<file path="config.mk">
export PLATFORM = sky130hd
export DESIGN_NAME = seq_detector_fsm
export DESIGN_NICKNAME = d
export VERILOG_FILES = /design/src/rtl/seq_detector_fsm.sv
export SDC_FILE = /design/constraint.sdc
export NUM_CORES = 1
export LEC_CHECK = 0
export CAP_MARGIN = 5
export CORE_ASPECT_RATIO = 0.8
export CORE_UTILIZATION = 43
export DETAILED_ROUTE_END_ITERATION = 7
export PLACE_DENSITY = 0.65
export SLEW_MARGIN = 10
export SYNTH_ARGS = -nofsm -noshare
export SYNTH_HDL_FRONTEND = slang
export SYNTH_SLANG_ARGS = --single-unit
</file>
<file path="constraint.sdc">
create_clock -name clk -period 5.95 [get_ports clk]
set_input_delay 1.19 -clock clk [delete_from_list [all_inputs] [get_ports clk]]
set_output_delay 1.19 -clock clk [all_outputs]
set_load 0.01 [all_outputs]
</file>
<file path="src/rtl/seq_detector_fsm.sv">
// -----------------------------------------------------------------------------
// seq_detector_fsm
//
// Serial pattern detector. One bit is taken on every posedge where In_Valid is
// high. It is compared against a PAT_LEN-bit pattern that can be reloaded at
// run time. The state is the number of pattern bits matched so far.
//
// The next state is the KMP failure function. It is worked out combinationally
// from the pattern register alone: "the longest prefix of pat that is a suffix
// of (prefix_k, b)". No bit history is stored.
//
// Parameters
//   PAT_LEN  pattern length, 2..8
//   CNT_W    match counter width, 2..16
//   MEALY    1 = Mealy output (same-cycle, combinational)
//            0 = Moore output (extra full-match state, registered decode)
//
// Ports
//   clk          system clock, rising edge
//   rst          asynchronous active-low reset
//   In_Valid     In_Data is consumed on this edge
//   In_Data      serial data bit
//   Load         load Pattern; wins over In_Valid
//   Pattern      new pattern; MSB is the first bit expected
//   Overlap      1 = overlapping detection, 0 = restart after a match
//   Out_Match    match indication
//   Out_State    number of pattern bits currently matched
//   Match_Count  saturating count of matches since reset / Load
//   Count_Sat    Match_Count is all ones
// -----------------------------------------------------------------------------
module seq_detector_fsm #(
    parameter int PAT_LEN = 4,
    parameter int CNT_W   = 8,
    parameter int MEALY   = 1,
    localparam int SW     = $clog2(PAT_LEN + 1)
) (
    input  logic               clk,
    input  logic               rst,
    input  logic               In_Valid,
    input  logic               In_Data,
    input  logic               Load,
    input  logic [PAT_LEN-1:0] Pattern,
    input  logic               Overlap,
    output logic               Out_Match,
    output logic [SW-1:0]      Out_State,
    output logic [CNT_W-1:0]   Match_Count,
    output logic               Count_Sat
);

    localparam int               PW      = PAT_LEN + 1;
    localparam logic [SW-1:0]    ST_IDLE = {SW{1'b0}};
    localparam logic [SW-1:0]    ST_LAST = SW'(PAT_LEN - 1);
    localparam logic [SW-1:0]    ST_FULL = SW'(PAT_LEN);
    localparam logic [CNT_W-1:0] CNT_MAX = {CNT_W{1'b1}};
    localparam logic [CNT_W-1:0] CNT_ONE = {{(CNT_W-1){1'b0}}, 1'b1};

    // Find the longest j <= min(k+1, PAT_LEN) for which the first j pattern
    // bits equal the last j bits of {pat[top k bits], b}. Both sequences are
    // right-aligned so that the most recent bit is at bit 0. Each candidate j
    // then becomes a masked compare of the low j bits.
    function automatic logic [SW-1:0] kmp_step(
        input logic [PAT_LEN-1:0] p,
        input logic [SW-1:0]      k,
        input logic               b
    );
        logic [PW-1:0] s;
        logic [PW-1:0] pre;
        logic [PW-1:0] mask;
        logic [SW-1:0] best;
        int            kk;
        kk   = int'(k);
        s    = {p >> (PAT_LEN - kk), b};
        best = ST_IDLE;
        for (int j = 1; j <= PAT_LEN; j++) begin
            pre  = PW'(p >> (PAT_LEN - j));
            mask = ~({PW{1'b1}} << j);
            best = ((j <= kk + 1) && (((s ^ pre) & mask) == {PW{1'b0}})) ? SW'(j) : best;
        end
        return best;
    endfunction

    // Find the longest proper border of the pattern, i.e. the longest prefix
    // that is also a suffix. It is the state to resume from after an
    // overlapping Mealy match.
    function automatic logic [SW-1:0] pat_border(input logic [PAT_LEN-1:0] p);
        logic [PAT_LEN-1:0] pre;
        logic [PAT_LEN-1:0] mask;
        logic [SW-1:0]      best;
        best = ST_IDLE;
        for (int j = 1; j < PAT_LEN; j++) begin
            pre  = p >> (PAT_LEN - j);
            mask = ~({PAT_LEN{1'b1}} << j);
            best = (((p ^ pre) & mask) == {PAT_LEN{1'b0}}) ? SW'(j) : best;
        end
        return best;
    endfunction

    logic [PAT_LEN-1:0] pat_q,   pat_d;
    logic [SW-1:0]      state_q, state_d;
    logic [CNT_W-1:0]   cnt_q,   cnt_d;
    logic               sat_q,   sat_d;
    logic [SW-1:0]      from_s;
    logic [SW-1:0]      step_s;
    logic [SW-1:0]      border_s;
    logic               hit_s;
    logic               out_match_s;

    assign border_s = pat_border(pat_q);

    // Compute the next state, pattern and counter. Load wins over In_Valid.
    always_comb begin
        pat_d   = pat_q;
        state_d = state_q;
        cnt_d   = cnt_q;
        hit_s   = 1'b0;
        // Leaving the Moore full state without overlap restarts from state 0.
        // With overlap, state PAT_LEN itself stands for "history = pattern".
        from_s  = ((state_q == ST_FULL) && !Overlap) ? ST_IDLE : state_q;
        step_s  = kmp_step(pat_q, from_s, In_Data);
        if (Load) begin
            pat_d   = Pattern;
            state_d = ST_IDLE;
            cnt_d   = {CNT_W{1'b0}};
        end else if (In_Valid) begin
            hit_s = (step_s == ST_FULL);
            if (!hit_s) begin
                state_d = step_s;
            end else if (MEALY == 0) begin
                state_d = ST_FULL;
            end else if (Overlap) begin
                state_d = border_s;
            end else begin
                state_d = ST_IDLE;
            end
            cnt_d = (hit_s && (cnt_q != CNT_MAX)) ? cnt_q + CNT_ONE : cnt_q;
        end else begin
            pat_d   = pat_q;
            state_d = state_q;
            cnt_d   = cnt_q;
        end
        sat_d = (cnt_d == CNT_MAX);
    end

    // State, pattern, counter and saturation flag registers.
    always_ff @(posedge clk or negedge rst) begin
        if (!rst) begin
            pat_q   <= {PAT_LEN{1'b0}};
            state_q <= ST_IDLE;
            cnt_q   <= {CNT_W{1'b0}};
            sat_q   <= 1'b0;
        end else begin
            pat_q   <= pat_d;
            state_q <= state_d;
            cnt_q   <= cnt_d;
            sat_q   <= sat_d;
        end
    end

    // Match output. The Mealy form looks ahead at the bit being offered now.
    // The Moore form decodes the registered full-match state.
    always_comb begin
        if (MEALY != 0) begin
            out_match_s = In_Valid & ~Load & (state_q == ST_LAST) & (In_Data == pat_q[0]);
        end else begin
            out_match_s = (state_q == ST_FULL);
        end
    end

    assign Out_Match   = out_match_s;
    assign Out_State   = state_q;
    assign Match_Count = cnt_q;
    assign Count_Sat   = sat_q;

endmodule

</file>
==> impl_metrics.env <==
export IMPL_via_count=1303
export IMPL_fin_crit_sh_pct=69.6
export IMPL_postSynthNetCount=173
export IMPL_antenna_cells_inserted=0
export IMPL_power_leakage_nw=0.583
export IMPL_buffer_ports_inserted=22
export IMPL_setup_slack_after_layout_ns=1.81
export IMPL_rows=18
export IMPL_fmax_mhz=242
export IMPL_clkSlewWorstSetupHoldPaths_ns=0.06
export IMPL_inst_count_dp=211
export IMPL_async_flop_share_pct=100
export IMPL_maxSlewViolCount=0
export IMPL_clock_network_latency_to_the_later_pin_of_the_worst_skew_pair_ns=0.25
export IMPL_yosysWarnings=0
export IMPL_grt_first_pass_wirelength_um=5510
export IMPL_minimum_setup_slack_after_placement_ns=1.81
export IMPL_mostFrequentLayoutCell="sky130_fd_sc_hd__clkdlybuf4s50_1"
export IMPL_design_die_area_um2=3460
export IMPL_post_cts_resize_count=0
export IMPL_drc_errors=0
export IMPL_muxShareOfSynthArea_pct=5.68
export IMPL_final_nets=190
export IMPL_clock_sinks=16
export IMPL_synth_simple_area_share_pct=24.5
export IMPL_worstSetupPathDepth=4
export IMPL_clock_tree_htree_level_count=1
export IMPL_area_growth_synth_to_final_pct=19.6
export IMPL_critical_path_slowest_cell="sky130_fd_sc_hd__clkdlybuf4s50_1"
export IMPL_synth_ff_type="sky130_fd_sc_hd__dfrtp_1"
export IMPL_synth_cell_area_um2=1390
export IMPL_total_wire_length_after_detailed_routing_um=3340
export IMPL_global_route_overflow_total=0
export IMPL_crit_top_cell="sky130_fd_sc_hd__clkdlybuf4s50_1"
export IMPL_worstReg2RegStart="Out_State[0]"
export IMPL_critical_path_required_ns=4.76
export IMPL_powerDensity_nw_per_um2=172
export IMPL_period_minus_slack_ns=4.14
export IMPL_run_status="completed"
export IMPL_route_antenna_remaining_nets=0
export IMPL_hp_class="flip-flop to flip-flop"
export IMPL_crit_path_end_kind="output pin"
export IMPL_slowest_cell_delay_on_critical_path_ns=0.74
export IMPL_dr_first_iter_drc_count=74
export IMPL_ctsRootBufferMaster="sky130_fd_sc_hd__clkbuf_8"
export IMPL_ctsHoldBuffers=0
export IMPL_post_synth_xor_area_fraction_pct=10.1
export IMPL_die_y_um=52.8
export IMPL_synth_cell_type_count=50
export IMPL_final_hold_violation_count=0
export IMPL_critPathTopFamily="buffers and inverters"
export IMPL_synth_cells=159
export IMPL_grt_pass1_vias=1149
export IMPL_critical_path_cell_chain="clkdlybuf4s50_1 -> nor4_1 -> and3_1 -> clkdlybuf4s50_1"
export IMPL_synth_top_family_by_area="simple AND/OR/NAND/NOR gates"
export IMPL_io_pins=23
export IMPL_grt_start_max_net_pins=19
export IMPL_hpwl_um=2530
export IMPL_number_of_post_cts_setup_repair_buffers=0
export IMPL_cts_inserted_buffers=3
export IMPL_crit_arrival_ns=2.95
export IMPL_routabilityCongestion=0.869
export IMPL_layout_cells_most_common_list="22 x sky130_fd_sc_hd__clkdlybuf4s50_1, 16 x sky130_fd_sc_hd__dfrtp_1, 16 x sky130_fd_sc_hd__nor2_1"
export IMPL_drt_pass1_iter_count=4
export IMPL_worst_slew_pin_transition_ns=0.714
export IMPL_startpoint_type="input port"
export IMPL_path_max_fanout=18
export IMPL_max_cap_viols=0
export IMPL_wl_per_cell_um=15.5
export IMPL_synth_ff_latch_count=16
export IMPL_buffer_depth_of_the_longest_clock_path=2
export IMPL_fill_cells=295
export IMPL_synth_edf_count=0
export IMPL_worstSetupStartpoint="Load"
export IMPL_report_final_setup_viol=0
export IMPL_initial_core_util_pct=45.0
export IMPL_critPathCapture="Out_Match"
export IMPL_post_route_cells_drive_above_1_share_pct=9.71
export IMPL_worst_r2r_path_depth=8
export IMPL_fin_setup_tns_ns=0
export IMPL_synth_yosys_seq_area_share_pct=28.8
export IMPL_grt_antenna_before_repair=0
export IMPL_synth_fa_ha_area_share_pct=3.60
export IMPL_timing_setup_critical_path_class="input port to output pin"
export IMPL_syn_avg_cell_area_um2=8.73
export IMPL_die_x_extent_um=65.5
export IMPL_grt_setup_unrepaired="false"
export IMPL_synth_compound_gate_area_share_pct=21.4
export IMPL_max_vdd_ir_drop_uv=184
export IMPL_core_area_um2=3090
export IMPL_slew_limit_headroom_pct=52.3
export IMPL_layout_cells_non_filler=215
export IMPL_r2r_setup_slack_ns=3.02
export IMPL_tritoncts="done"
export IMPL_grtUsageTotal_pct=21.4
export IMPL_worstReg2RegEnd="Count_Sat"
export IMPL_cp_num_buf_inv=2
export IMPL_worst_clock_skew_ns=0.00192
export IMPL_vias_per_cell=6.06
[how the worst min path moves through the flow]
stage / depth (start not counted) / endpoint / start / slack [ns]
2_1_floorplan: 1 / pat_q[0] / pat_q[0] / 0.60
3_3_place_gp: 2 / Match_Count[7] / Match_Count[7] / 0.59
3_5_place_dp: 2 / Match_Count[7] / Match_Count[7] / 0.59
4_1_cts: 2 / Match_Count[7] / Match_Count[7] / 0.60
5_1_grt: 2 / Match_Count[7] / Match_Count[7] / 0.62
6_report: 2 / Match_Count[7] / Match_Count[7] / 0.60
[layer usage]
metal	track usage (%)	up-vias	share of wire, %
met5	0	-	0
met4	2.17	0	0.30
met3	4.57	2	8.4
met2	32.1	61	44
met1	32.0	627	47
li1	-	613	-
[kinds of logic (layout without fill, tap and decap cells)]
kind of cell,after synthesis,in the layout
adder cells (fa/ha/maj),4,4
flip-flops,16,16
AND/OR/NAND/NOR,61,61
buffers and inverters,18,34
multiplexers,6,6
AO/OA/AOI/OAI,38,38
XOR/XNOR,16,16
[through the flow]
stage | instance area [um2] | total power, mW | util [%] | hold WS, ns
2_1_floorplan | 1390 | 0.172 | - | 0.600
3_3_place_gp | 1610 | 0.188 | 52.1 | 0.594
3_5_place_dp | 1610 | 0.191 | 52.1 | 0.587
4_1_cts | 1660 | 0.287 | 53.9 | 0.601
5_1_grt | 1660 | 0.299 | 53.9 | 0.620
6_report | 1660 | 0.285 | 53.9 | 0.600
[cell usage after synthesis (2+ instances only)]
library cell	count	area [um2]
sky130_fd_sc_hd__xnor2_1	11	96.3
sky130_fd_sc_hd__nand2b_1	3	18.8
sky130_fd_sc_hd__nor4_1	3	18.8
sky130_fd_sc_hd__buf_2	3	15.0
sky130_fd_sc_hd__o211ai_1	2	15.0
sky130_fd_sc_hd__and3_1	4	25.0
sky130_fd_sc_hd__ha_1	4	50.1
sky130_fd_sc_hd__a21oi_1	8	40.0
sky130_fd_sc_hd__mux2_2	5	56.3
sky130_fd_sc_hd__nor2_1	16	60.1
sky130_fd_sc_hd__or4_1	3	22.5
sky130_fd_sc_hd__clkbuf_1	4	15.0
sky130_fd_sc_hd__a2111o_1	2	22.5
sky130_fd_sc_hd__o221ai_1	2	17.5
sky130_fd_sc_hd__o21ai_0	5	25.0
sky130_fd_sc_hd__o311ai_0	2	17.5
sky130_fd_sc_hd__inv_1	8	30.0
sky130_fd_sc_hd__xor2_1	5	43.8
sky130_fd_sc_hd__nor3_1	7	35.0
sky130_fd_sc_hd__dfrtp_1	16	400
sky130_fd_sc_hd__a31oi_1	2	12.5
sky130_fd_sc_hd__nand2_1	10	37.5
sky130_fd_sc_hd__nor2b_1	3	18.8
sky130_fd_sc_hd__nand3_1	4	20.0
sky130_fd_sc_hd__nand4_1	2	12.5
[power breakdown]
part           leakage [nW]  total (mW)  internal [mW]  switching (mW)
Sequential            0.214       0.124          0.112          0.0118
Combinational         0.341      0.0657         0.0299          0.0358
Clock                0.0288      0.0955         0.0586          0.0369
Total                 0.583       0.285          0.201          0.0844
[sequential cells by signal, indices dropped and copies added (netlist names)]
register,count
Match_Count,8
Count_Sat,1
pat_q,4
Out_State,3
[cell type report]
type | count | area (um2) | share of cell area [%]
flip-flops and latches | 16 | 400 | 24.1
clock buffers | 4 | 55.1 | 3.31
multi-input cells | 125 | 906 | 54.5
inverters | 8 | 30.0 | 1.81
repair buffers | 22 | 220 | 13.3
well taps | 40 | 50.0 | 3.01
[worst min-delay path: stages (launching register included)]
cell,delay (ns)
sky130_fd_sc_hd__dfrtp_1,0.40
sky130_fd_sc_hd__xnor2_1,0.13
sky130_fd_sc_hd__nor2_1,0.04
(Power assumes the default switching activity.)
